### src/rtl/sample_addr_gen.sv
// sample_addr_gen: divides clk by a clamped speed divisor to produce sample
// ticks, and on each accepted tick issues a req/ack read for the next audio
// sample address inside a fixed [START_ADDR, END_ADDR] window.
//
// Ports:
//   clk, rst          clock; asynchronous active-high reset
//   speed_freq[31:0]  requested divisor (clk cycles per sample)
//   play              1 = divider runs, 0 = paused (counter holds)
//   dir               0 = forward (+1), 1 = reverse (-1), sampled per tick
//   restart           pulse: jump pointer to window start (fwd) / end (rev)
//   rd_ack            flash reader accepted the current request
//   rd_req            read request, held until rd_ack
//   rd_addr           address of the current request
//   sample_tick       1-cycle pulse after each divider terminal count
//   wrap              1-cycle pulse when the pointer wraps on an accepted tick
//   overrun_cnt[7:0]  saturating count of ticks dropped while busy
//   cur_div[31:0]     divisor currently in effect
module sample_addr_gen #(
    parameter int unsigned ADDR_W      = 23,
    parameter int unsigned START_ADDR  = 0,
    parameter int unsigned END_ADDR    = 'h7FFFF,
    parameter int unsigned DEFAULT_DIV = 2273,
    parameter int unsigned MIN_DIV     = 1036,
    parameter int unsigned MAX_DIV     = 12600
) (
    input  logic              clk,
    input  logic              rst,
    input  logic [31:0]       speed_freq,
    input  logic              play,
    input  logic              dir,
    input  logic              restart,
    input  logic              rd_ack,
    output logic              rd_req,
    output logic [ADDR_W-1:0] rd_addr,
    output logic              sample_tick,
    output logic              wrap,
    output logic [7:0]        overrun_cnt,
    output logic [31:0]       cur_div
);

    localparam int unsigned DIV_W = 32;
    localparam int unsigned OVR_W = 8;

    localparam logic [ADDR_W-1:0] START_A = ADDR_W'(START_ADDR);
    localparam logic [ADDR_W-1:0] END_A   = ADDR_W'(END_ADDR);
    localparam logic [DIV_W-1:0]  DEF_D   = DIV_W'(DEFAULT_DIV);
    localparam logic [DIV_W-1:0]  MIN_D   = DIV_W'(MIN_DIV);
    localparam logic [DIV_W-1:0]  MAX_D   = DIV_W'(MAX_DIV);
    localparam logic [OVR_W-1:0]  OVR_MAX = '1;

    logic [DIV_W-1:0]  cnt_q, cnt_d;
    logic [DIV_W-1:0]  cur_div_q, cur_div_d;
    logic [ADDR_W-1:0] ptr_q, ptr_d;
    logic [ADDR_W-1:0] rd_addr_q, rd_addr_d;
    logic              rd_req_q, rd_req_d;
    logic              sample_tick_q, sample_tick_d;
    logic              wrap_q, wrap_d;
    logic [OVR_W-1:0]  overrun_q, overrun_d;

    logic              term_cnt;
    logic              tick_accept;
    logic [ADDR_W-1:0] ptr_next;
    logic              ptr_wraps;
    logic [DIV_W-1:0]  div_clamped;

    // Terminal count, acceptance, pointer step and divisor clamp
    always_comb begin
        term_cnt    = play && (cnt_q == (cur_div_q - DIV_W'(1)));
        // A request being acked on the terminal-count cycle frees the slot
        tick_accept = !rd_req_q || rd_ack;

        ptr_wraps = 1'b0;
        if (dir) begin
            if (ptr_q == START_A) begin
                ptr_next  = END_A;
                ptr_wraps = 1'b1;
            end else begin
                ptr_next = ptr_q - ADDR_W'(1);
            end
        end else begin
            if (ptr_q == END_A) begin
                ptr_next  = START_A;
                ptr_wraps = 1'b1;
            end else begin
                ptr_next = ptr_q + ADDR_W'(1);
            end
        end

        if (speed_freq < MIN_D) begin
            div_clamped = MIN_D;
        end else if (speed_freq > MAX_D) begin
            div_clamped = MAX_D;
        end else begin
            div_clamped = speed_freq;
        end
    end

    // Next-state: restart > terminal count > idle counting / handshake
    always_comb begin
        cnt_d         = cnt_q;
        cur_div_d     = cur_div_q;
        ptr_d         = ptr_q;
        rd_addr_d     = rd_addr_q;
        rd_req_d      = rd_req_q;
        sample_tick_d = 1'b0;
        wrap_d        = 1'b0;
        overrun_d     = overrun_q;

        if (restart) begin
            cnt_d    = '0;
            ptr_d    = dir ? END_A : START_A;
            rd_req_d = 1'b0;
        end else if (term_cnt) begin
            cnt_d         = '0;
            cur_div_d     = div_clamped;
            sample_tick_d = 1'b1;
            if (tick_accept) begin
                rd_addr_d = ptr_q;
                rd_req_d  = 1'b1;
                ptr_d     = ptr_next;
                wrap_d    = ptr_wraps;
            end else if (overrun_q != OVR_MAX) begin
                overrun_d = overrun_q + OVR_W'(1);
            end
        end else begin
            if (play) begin
                cnt_d = cnt_q + DIV_W'(1);
            end
            if (rd_req_q && rd_ack) begin
                rd_req_d = 1'b0;
            end
        end
    end

    // State registers
    always_ff @(posedge clk or posedge rst) begin
        if (rst) begin
            cnt_q         <= '0;
            cur_div_q     <= DEF_D;
            ptr_q         <= START_A;
            rd_addr_q     <= START_A;
            rd_req_q      <= 1'b0;
            sample_tick_q <= 1'b0;
            wrap_q        <= 1'b0;
            overrun_q     <= '0;
        end else begin
            cnt_q         <= cnt_d;
            cur_div_q     <= cur_div_d;
            ptr_q         <= ptr_d;
            rd_addr_q     <= rd_addr_d;
            rd_req_q      <= rd_req_d;
            sample_tick_q <= sample_tick_d;
            wrap_q        <= wrap_d;
            overrun_q     <= overrun_d;
        end
    end

    assign rd_req      = rd_req_q;
    assign rd_addr     = rd_addr_q;
    assign sample_tick = sample_tick_q;
    assign wrap        = wrap_q;
    assign overrun_cnt = overrun_q;
    assign cur_div     = cur_div_q;

endmodule

### config.mk
export PLATFORM = sky130hd
export DESIGN_NAME = sample_addr_gen
export DESIGN_NICKNAME = d
export VERILOG_FILES = /design/src/rtl/sample_addr_gen.sv
export SDC_FILE = /design/constraint.sdc
export NUM_CORES = 1
export LEC_CHECK = 0
export ABC_AREA = 1
export CAP_MARGIN = 20
export CORE_UTILIZATION = 50
export DETAILED_ROUTE_END_ITERATION = 16
export PLACE_DENSITY = 0.72
export REMOVE_ABC_BUFFERS = 1
export SETUP_SLACK_MARGIN = 0.15
export SYNTH_ARGS = -nofsm -noshare
export SYNTH_HDL_FRONTEND = slang
export SYNTH_SLANG_ARGS = --single-unit
### constraint.sdc
create_clock -name clk -period 4.4 [get_ports clk]
set_clock_uncertainty 0.15 [all_clocks]
set_input_delay 0.88 -clock clk [delete_from_list [all_inputs] [get_ports clk]]
set_output_delay 0.88 -clock clk [all_outputs]
set_load 0.02 [all_outputs]
Word level (Yosys, flattened, before mapping)
Cells that the tools add are included.
W data, S select, Z words.
Word-level totals
  logic and storage cells: 59
  register bits after elaboration: 121
  output and inout port bits: 66
Cells by class
  reductions and logical operators: 14
  add/sub/neg operators: 5
  magnitude comparators: 2
  mux-type cells: 24
  bitwise operators: 2
  eq/ne operators: 4
Operators by type and width (count)
  $mux W32: 5
  $mux W23: 6
  $add A32 B1 Y32 const B: 1
  $eq A32 B32 Y1: 1
  $gt A32 B14 Y1 const B: 1
  $lt A32 B11 Y1 const B: 1
  $sub A32 B1 Y32 const B: 1
  $add A23 B1 Y23 const B: 1
  $eq A23 B19 Y1 const B: 1
  $logic_not A23 Y1: 1
  $sub A23 B1 Y23 const B: 1
  $mux W19: 1
  $mux W1: 12
  $add A8 B1 Y8 const B: 1
  $ne A8 B8 Y1 const B: 1
  $reduce_and A2 Y1: 3
  $reduce_bool A3 Y1: 2
  $reduce_and A4 Y1: 1
  $reduce_bool A2 Y1: 2
  $ne A3 B2 Y1 const B: 1
  $reduce_and A3 Y1: 1
  $logic_and A1 B1 Y1: 2
  $not A1 Y1: 2
  $logic_not A1 Y1: 1
  $logic_or A1 B1 Y1: 1

Logic depth before layout (Yosys ltp)
Gate-level depths: netlist of run 1.
  depth after elaboration: 6
  depth in mapped cells: 20

Worst setup path after synthesis of run 1
Ideal clock, no wire load.
  kind: flip-flop to flip-flop
  start: register cur_div_q[0], in the netlist cur_div[0]
  end: register rd_addr_q[7], in the netlist rd_addr[7]
  library setup time: 0.117 ns
  required time: 4.133 ns
  cell stages (with the launch flop): 20
  setup slack: 1.671 ns
  data arrival time: 2.462 ns
  path through: dfstp_2 inv_2 ha_1 nand2_1 nor2_4 buf_6 nand2_2 nand2_1 nand2_1 nand2_1 nor2_1 nand2_1 nor2_2 inv_2 nor2_4 nand3_2 buf_2 buf_2 nor2_1 nor2_1
On the way
  longest elaborated chain between the ends: 4
Ends and longest elaborated chain
  start, declared: line 52  | logic [DIV_W-1:0] cur_div_q, cur_div_d;
  start signal, assigned: line 148  | cur_div_q <= cur_div_d;
  $sub A32 B1 Y32: line 68  | term_cnt = play && (cnt_q == (cur_div_q - DIV_W'(1)));
  $eq A32 B32 Y1: line 68
  $logic_and A1 B1 Y1: line 68
  $reduce_and A3 Y1 (no source line)
  end signal, assigned: line 150  | rd_addr_q <= rd_addr_d;
  end, declared: line 54  | logic [ADDR_W-1:0] rd_addr_q, rd_addr_d;
Every way passes these cells.
A chain may end at the register's enable or synchronous reset.

Worst setup path in the final report of run 1
  start: register cur_div_q[1], in the netlist cur_div[1]
  end: register rd_addr_q[7], in the netlist rd_addr[7]
The elaborated chain is that of the path after synthesis.

==> run metrics, run 1 <==
setup bufs post-CTS 0; WL final 26.4 mm; Commonest cells post-synth 386 x nand2_1, 235 x nor2_1, 230 x inv_1; Net count, final 1566; CP Capture Type flip-flop; hpwl dp 20.2 mm; clock latency on the worst-skew pair 430 ps; gr ovfl total 0; area share of the largest cell type after synthesis 32.3%; worst-margin pin slew 732 ps; Placed Area 10200 um2; number of synthesized register bits 121; Die Span X 136 um; Worst setup SP type flip-flop; Peak VDD IR 0.000251 V; post-route cell area 10800 um2; vias per inst 5.18; full die area 18500 um2; DRT iter0 DRCs 537; EDFF count, synth 0; WL/cell 15.0 um; final setup violation count 0; top cells by area, synth dfrtp_1 32%, nand2_1 16%, nor2_1 9.8%; CTS root buf clkbuf_16; critical path class reg2reg; unique cell type count in the Yosys netlist 38; input/output buffers 103; Post-CTS Hold Buffers 0; cells along the critical path inv_1, ha_1, nand2_1, nor2_4, nand2_1, nor2_1, nand3_1, nand2_1, nand3_1, nor2_1, nand3_1, nor2_4, nand3_2, buf_4, nor2_1, nor2_1; diode count 0; Tcrit/Tclk final 77.3%; Std-Cell Rows 48; placed insts 1729; sequential element share of the synthesized area 33.7%; initial core utilization 51.6%; Fin. Hold Viols 0; Clock Sinks 121; max incr delay on CP 400 ps; routed via count 9123; status completed; vias in the first global route 8666; htree depth 4; pin count of the biggest net entering global routing 65; synthesized area per cell 6.28 um2; first-pass GRT wire length 43.2 mm; most used cell, CP nor2_1; Final GP Congestion 1.03; post-route setup TNS 0 ps; FMAX 0.294 GHz; fin crit period 3400 ps; area grow syn2layout 20.3%; clock buffer depth 2; pwr/cell area 276 nW/um2; CTS tree yes; slew margin rel. 51.2%; RSZ-0062 raised after global routing false; worst-path maximum fanout 47; GR Util All Layers 30.3%; IO Count 104; Mapped Area 8990 um2; Slowest-stage cell, CP nor2_4; Residual DRC 0; post-cts repair resize count 0; initial antenna violation count 0; Post-synth top flop dfrtp_1; Syn. warnings 0; CP delay by family, top simple AND/OR/NAND/NOR gates; Final Max Tran Viols 0; Num CTS Buffers 17; share of cells above drive strength 1 5.08%; max cap viols 0; Detailed Routing Iterations Pass 1 5; area leader, netlist dfrtp_1; Fill cells 1653; Min-Delay Path Class reg2reg; area of the core 17400 um2; critical path buffer and inverter count 2; Final ANT Viol Nets 0; clock slew seen by the registers of the worst setup and hold paths 60 ps; cell with the most instances after synthesis nand2_1; Core Util, Final 62.1%; CP Data Arrival Time 3560 ps; Lkg Pwr 5.57 nW; Layout Cells excl Fill 1761; asr flop ratio synth 100%; cells after synthesis 1432; die height 136 um; hold slack final 365 ps; WP data required 4560 ps
## report_power, final
part	switching [mW]	internal, mW	total (mW)
Combinational	0.202	0.120	0.322
Sequential	0.0621	1.14	1.20
Clock	0.544	0.912	1.46
Total	0.808	2.17	2.98
## cells by family after synthesis
logic type	synth area share (%)
AND/OR/NAND/NOR	38.7
buffers and inverters	12.1
AO/OA/AOI/OAI	8.13
flip-flops	33.7
XOR/XNOR	6.62
adder cells (fa/ha/maj)	0.696
## flip-flops by register name, indices dropped and copies added (netlist names)
| signal | flops |
|---|---|
| overrun_cnt | 8 |
| wrap | 1 |
| cur_div | 32 |
| sample_tick | 1 |
| rd_req | 1 |
| cnt_q | 32 |
| rd_addr | 23 |
| ptr_q | 23 |
## per-stage QoR
stage	setup slack, ps	power, mW
after detailed placement	766	1.54
final	1000	2.98
after CTS	1010	3.00
after floorplan	164	1.41
after global routing	693	3.10
after global placement	847	1.54
## layer usage
metal | routed length [um] | track usage, %
met3 | 1310 | 5.15
met4 | 576 | 10.2
met2 | 12800 | 51.9
met1 | 11700 | 38.3
met5 | 0 | 0
## cell type report
| cell class | instances | area (um2) | area share (%) |
|---|---|---|---|
| clock buffer | 20 | 447 | 4.13 |
| clock inverter | 12 | 165 | 1.53 |
| inverter | 240 | 903 | 8.35 |
| multi-input combinational | 1030 | 4860 | 45.0 |
| sequential | 121 | 3030 | 28.1 |
| tap | 225 | 282 | 2.60 |
| timing repair buffer | 113 | 1120 | 10.3 |
## path summary, 6_finish.rpt
check	from	endpoint	slack (ps)	cells past startpoint
min in group asynchronous	rst	sample_tick	820	2
setup reg to reg	cur_div[1]	rd_addr[7]	1000	16
hold reg to reg	overrun_cnt[2]	overrun_cnt[2]	370	1
setup / recovery	cur_div[1]	rd_addr[7]	1000	16
hold / removal	overrun_cnt[2]	overrun_cnt[2]	370	1
max in group asynchronous	rst	cnt_q[30]	2480	3
## placed cells by master, fill, tap and decap left out, types with 5 or more instances in the layout
cell / synthesis / routed
nor3_1: 36 / 36
clkbuf_16: 0 / 17
inv_2: 7 / 7
o21ai_1: 11 / 11
buf_4: 0 / 9
nand3_1: 78 / 78
dfstp_2: 5 / 5
nor4_1: 15 / 15
clkdlybuf4s50_1: 0 / 103
a21oi_1: 29 / 29
nand2_1: 386 / 386
o21a_1: 5 / 5
o21ai_0: 78 / 78
nand3b_1: 5 / 5
nand4_1: 38 / 38
ha_1: 5 / 5
xnor2_1: 23 / 23
inv_1: 230 / 229
nor2_2: 10 / 10
xor2_1: 45 / 45
dfrtp_1: 116 / 116
nor2_1: 235 / 235
No activity file was read; power rests on OpenSTA's default activity.
==> inputs of run 2 (changes only) <==
PLACE_DENSITY = 0.69   (was 0.72)
clock period = 3.4 ns   (was 4.4 ns; I/O delays follow)
==> run 2 against run 1 <==
  * Clock-buffer cell count shrank 2
  * Worst hold slack gained 5.9 ps
  * First-iteration DRC count grew 15%
  * Design area grew 0.96%
  * Critical path depth is the same
  * Sequential power grew 29%
  * Cell count grew 0.85%
  * Core utilization grew 0.60 points
  * Register-to-register slack lost 600 ps
  * Critical path type unchanged
  * Total power grew 26%
  * Largest cell class unchanged
==> run metrics, run 2 (same netlist as run 1, synthesis figures left out) <==
Post-Place Worst Slack 371 ps (-395 ps); multi-input logic area 4870 um2 (+0.18%); switching part of the total power 28.8% (+1.7 points); final setup violation count 0 (unchanged); full die area 18500 um2 (unchanged); die height 136 um (unchanged); pin count of the biggest net entering global routing 61 (-6.2%); hold slack final 371 ps (+5.93 ps); Peak VDD IR 0.000367 V (+46%); input/output buffers 103 (unchanged); commonest non-fill, non-tap cell in the layout nand2_1; clock buffer depth 2 (unchanged); clock power share 47.3% (-1.5 points); max cap viols 0 (unchanged); Detailed Routing Iterations Pass 1 6 (+1); GR Util met2 51.4% (-0.51 points); critical path class reg2reg; Clock Sinks 121 (unchanged); Worst setup SP type flip-flop; area of the core 17400 um2 (unchanged); Total Power 3.76 mW (+26%); WL/cell 14.9 um (-0.76%); status completed; vias in the first global route 8692 (+0.30%); Int Pwr 2.68 mW (+23%); initial antenna violation count 0 (unchanged); Fill cells 1655 (+0.12%); diode count 0 (unchanged); clock slew seen by the registers of the worst setup and hold paths 60 ps (about the same); CTS tree yes; Post-CTS Hold Buffers 0 (unchanged); CP Data Arrival Time 3170 ps (-390 ps); WP data required 3570 ps (-990 ps); Final ANT Viol Nets 0 (unchanged); sw power 1.08 mW (+34%); met3 Usage GRT 5.37% (+0.22 points); Fin. Hold Viols 0 (unchanged); pwr/cell area 344 nW/um2 (+25%); htree depth 4 (unchanged); FF+latch area 3030 um2 (unchanged); post-route cell area 10900 um2 (+0.96%); Std-Cell Rows 48 (unchanged); Top Usage Layer GRT met2; area grow syn2layout 21.4%; first-pass GRT wire length 42.7 mm (-1.2%); Final Max Tran Viols 0 (unchanged); FMAX 0.333 GHz (+13%); commonest cells after routing, fill and taps aside 385 x nand2_1, 235 x nor2_1, 229 x inv_1; WL final 26.4 mm (about the same); CP Capture Type flip-flop; IO Count 104 (unchanged); routed via count 9244 (+1.3%); worst-margin pin slew 519 ps (-213 ps); share of cells above drive strength 1 6.19% (+1.1 points); Net count, final 1581 (+0.96%); clock latency on the worst-skew pair 430 ps (about the same); CTS root buf clkbuf_16; Lkg Pwr 5.65 nW (+1.4%); final worst slack 397 ps (-604 ps); gr ovfl total 0 (unchanged); Tcrit/Tclk final 88.3% (+11 points); Final GP Congestion 0.995 (-3.5%); slew margin rel. 65.1% (+14 points); Num CTS Buffers 17 (unchanged); RSZ-0062 raised after global routing false; worst-path maximum fanout 35 (-26%); post-route setup TNS 0 ps (unchanged); Comb power frac 11.5% (+0.7 points); initial core utilization 51.6% (unchanged); Flop pwr share 41.2% (+0.8 points); Min-Delay Path Class reg2reg; DRT iter0 DRCs 618 (+15%); fin crit period 3000 ps (-396 ps); met1 usage 36.3% (-1.9 points); Placed Area 10300 um2 (+1.1%); Die Span X 136 um (unchanged); Residual DRC 0 (unchanged); GR Util All Layers 29.8% (-0.50 points); hpwl dp 20.2 mm (about the same); vias per inst 5.20 (+0.47%)
## run 2: cell types whose count changed in the layout (fill, tap and decap cells not counted), moves of 2 or more
cell | before | now
clkinv_4 | 4 | 1
clkbuf_1 | 2 | 0
buf_12 | 1 | 3
inv_6 | 2 | 6
bufinv_16 | 3 | 1
buf_4 | 9 | 21
## run 2: timing repair
| action | 4_1_cts | 5_1_grt |
|---|---|---|
| resized for setup | 0 | 1 |
| setup endpoints to repair | 0 | 31 |
| hold endpoints to repair | 0 | 0 |
| setup buffers | 0 | 3 |
## run 2: layout make-up
| cell class | instances | share of cell area (%) |
|---|---|---|
| Clock buffer | 18 | 4.02 |
| Clock inverter | 14 | 1.26 |
| Inverter | 240 | 8.27 |
| Multi-Input combinational cell | 1031 | 44.6 |
| Sequential cell | 121 | 27.8 |
| Tap cell | 225 | 2.58 |
| Timing Repair Buffer | 127 | 11.4 |
## run 2: per-layer routing
metal  routed length [um]  share of wire, %  vias to the layer above
met5                    0                 0                        -
met4                  858               3.3                        0
met3                 1500               5.7                       59
met2                12800                48                      293
met1                11200                43                     4222
li1                     -                 -                     4670
## run 2: critical path, stage by stage (launching register included)
cell,delay (ps)
dfstp_2,560
inv_2,50
ha_1,240
nand2_2,190
nor2_2,100
buf_4,140
nand3_1,100
nand2_1,100
nor2_1,130
nand3_1,90
nor2_1,140
nand3_1,140
nor2_4,160
nand2_1,160
buf_12,210
o21ai_0,160
inv_1,50
## run 2: worst paths after layout
kind,start,endpoint,slack (ps),depth (start not counted)
setup reg to reg,cur_div[0],cur_div[2],400,16
min in group asynchronous,rst,rd_addr[16],450,2
hold / removal,cur_div[0],cur_div[0],370,2
setup / recovery,cur_div[0],cur_div[2],400,16
hold reg to reg,cur_div[0],cur_div[0],370,2
max in group asynchronous,rst,cur_div[11],1850,3
## run 2: power by group through the flow
stage / Combinational [mW] / Clock, mW / Sequential, mW
floorplan: 0.271 / 0 / 1.55
global placement: 0.426 / 0 / 1.57
detailed placement: 0.429 / 0 / 1.57
CTS: 0.433 / 1.80 / 1.55
global route: 0.488 / 1.87 / 1.55
finish: 0.432 / 1.78 / 1.55
## run 2: metrics by stage
stage                     std cells  utilization, %
final                          1776            62.7
after global routing           1776            62.7
after CTS                      1772            62.5
after detailed placement       1740            59.2
after global placement         1740            59.2
after floorplan                1391               -
==> inputs of run 3 (changes only) <==
CTS_BUF_LIST = sky130_fd_sc_hd__clkbuf_4 sky130_fd_sc_hd__clkbuf_8   (was default)
CTS_CLUSTER_DIAMETER = 120   (was default)
SETUP_SLACK_MARGIN = 0.02   (was 0.15)
==> run 3 against run 2 <==
  * Core utilization decreased by 1.3 points
  * Clock-buffer cell count unchanged
  * Sequential share of layout area increased by 0.58 points
  * Design area decreased by 2.0%
  * Global-route usage decreased by 0.44 points
  * First-iteration DRC count decreased by 12%
  * Maximum frequency decreased by 1.9%
  * Clock power decreased by 28%
  * Combinational power about the same
  * Critical path depth unchanged
  * Sequential power about the same
  * Critical path type unchanged
==> run metrics, run 3 (same netlist as run 1, synthesis figures left out) <==
worst-margin pin slew 537 ps (+18.2 ps); Int Pwr 2.25 mW (-16%); initial antenna violation count 0 (unchanged); worst-path maximum fanout 35 (unchanged); CP Capture Type flip-flop; Residual DRC 0 (unchanged); pin count of the biggest net entering global routing 61 (unchanged); WP data required 3590 ps (+20 ps); routed via count 9179 (-0.70%); critical path class reg2reg; area of the core 17400 um2 (unchanged); WL/cell 14.7 um (-1.3%); critical path buffer and inverter count 3 (-1); clock latency on the worst-skew pair 450 ps (+20 ps); vias per inst 5.18 (-0.48%); DRT iter0 DRCs 541 (-12%); CTS root buf clkbuf_8; Post-CTS Hold Buffers 0 (unchanged); GR Util All Layers 29.3% (-0.44 points); post-route setup TNS 0 ps (unchanged); Die Span X 136 um (unchanged); FMAX 0.327 GHz (-1.9%); die height 136 um (unchanged); IO Count 104 (unchanged); FF+latch area 3030 um2 (unchanged); Core Util, Final 61.4% (-1.3 points); first-pass GRT wire length 42.2 mm (-0.99%); diode count 0 (unchanged); Comb power frac 13.2% (+1.7 points); WL final 26.0 mm (-1.5%); final setup violation count 0 (unchanged); Final ANT Viol Nets 0 (unchanged); clock slew seen by the registers of the worst setup and hold paths 80 ps (+20 ps); post-cts repair resize count 0 (unchanged); RSZ-0062 raised after global routing false; setup bufs post-CTS 0 (unchanged); Clock Sinks 121 (unchanged); sw power 1.02 mW (-6.1%); multi-input logic area 4860 um2 (-0.18%); Worst setup SP type flip-flop; hpwl dp 20.2 mm (unchanged); most used cell, CP nand2_1; Final Max Tran Viols 0 (unchanged); Tcrit/Tclk final 90.0% (+1.7 points); max incr delay on CP 400 ps (-160 ps); area grow syn2layout 19.0%; clock power share 39.4% (-7.9 points); vias in the first global route 8581 (-1.3%); clock buffer depth 2 (unchanged); CP delay by family, top simple AND/OR/NAND/NOR gates; Net count, final 1577 (-0.25%); full die area 18500 um2 (unchanged); CP Data Arrival Time 3250 ps (+80 ps); max cap viols 0 (unchanged); Std-Cell Rows 48 (unchanged); switching part of the total power 31.2% (+2.4 points); Num CTS Buffers 17 (unchanged); input/output buffers 103 (unchanged); slew margin rel. 64.1% (-1.0 points); CTS tree yes; Lkg Pwr 5.54 nW (-1.9%); Slowest-stage cell, CP dfrtp_1; cells along the critical path inv_1, ha_1, nand2_1, nor2_4, nand2_1, nand2_1, nand2_1, nor2_1, nand3_1, nor2_1, nand3_1, nor2_4, nand2_1, buf_12, o21ai_0, inv_1; share of cells above drive strength 1 5.88% (-0.31 points); initial core utilization 51.6% (unchanged); commonest non-fill, non-tap cell in the layout nand2_1; fin crit period 3060 ps (+58.3 ps); htree depth 4 (unchanged); Detailed Routing Iterations Pass 1 5 (-1); Peak VDD IR 0.000230 V (-37%); Fill cells 1693 (+2.3%); status completed; Min-Delay Path Class reg2reg; gr ovfl total 0 (unchanged); pwr/cell area 305 nW/um2 (-11%); commonest cells after routing, fill and taps aside 386 x nand2_1, 235 x nor2_1, 229 x inv_1; Fin. Hold Viols 0 (unchanged); Flop pwr share 47.4% (+6.2 points); Final GP Congestion 0.995 (unchanged)
run 3: final cells by class:
| type | count | share of cell area [%] |
|---|---|---|
| clock buffers | 18 | 2.32 |
| clock inverters | 14 | 1.29 |
| inverters | 240 | 8.45 |
| multi-input cells | 1030 | 45.5 |
| flip-flops and latches | 121 | 28.4 |
| well taps | 225 | 2.63 |
| repair buffers | 124 | 11.5 |
run 3: final timing paths:
path,start,to,slack (ps),depth (start not counted)
max,cur_div[1],cur_div[3],340,16
min,cur_div[0],cur_div[0],370,2
max reg2reg,cur_div[1],cur_div[3],340,16
min reg2reg,cur_div[0],cur_div[0],370,2
max in group asynchronous,rst,cur_div[7],1870,3
min in group asynchronous,rst,rd_addr[16],430,2
run 3: through the flow:
step           hold slack (ps)  setup slack (ps)  std cells  total power [mW]  instance area [um2]
4_1_cts                    379               360       1772              3.29                10700
3_3_place_gp               360               412       1740              2.00                10300
2_1_floorplan              352              -636       1391              1.83                 8800
5_1_grt                    409              25.9       1772              3.41                10700
3_5_place_dp               367               371       1740              2.00                10300
6_report                   373               338       1772              3.27                10700
run 3: per-layer routing:
layer	vias to the layer above	GRT usage [%]	part of all wire (%)
li1	4656	-	-
met1	4175	36.5	43
met2	300	51.0	48
met3	48	4.92	5.6
met4	0	10.1	2.7
met5	-	0	0
run 3: power groups by stage:
stage | sequential [mW] | clock, mW | combinational [mW]
floorplan | 1.55 | 0 | 0.271
global placement | 1.57 | 0 | 0.426
detailed placement | 1.57 | 0 | 0.429
CTS | 1.55 | 1.31 | 0.432
global route | 1.55 | 1.37 | 0.486
finish | 1.55 | 1.29 | 0.432
run 3: tightest hold or removal path: stages, from the launching register on:
cell	delay (ps)
dfstp_2	390
nand2_1	50
o21ai_0	70
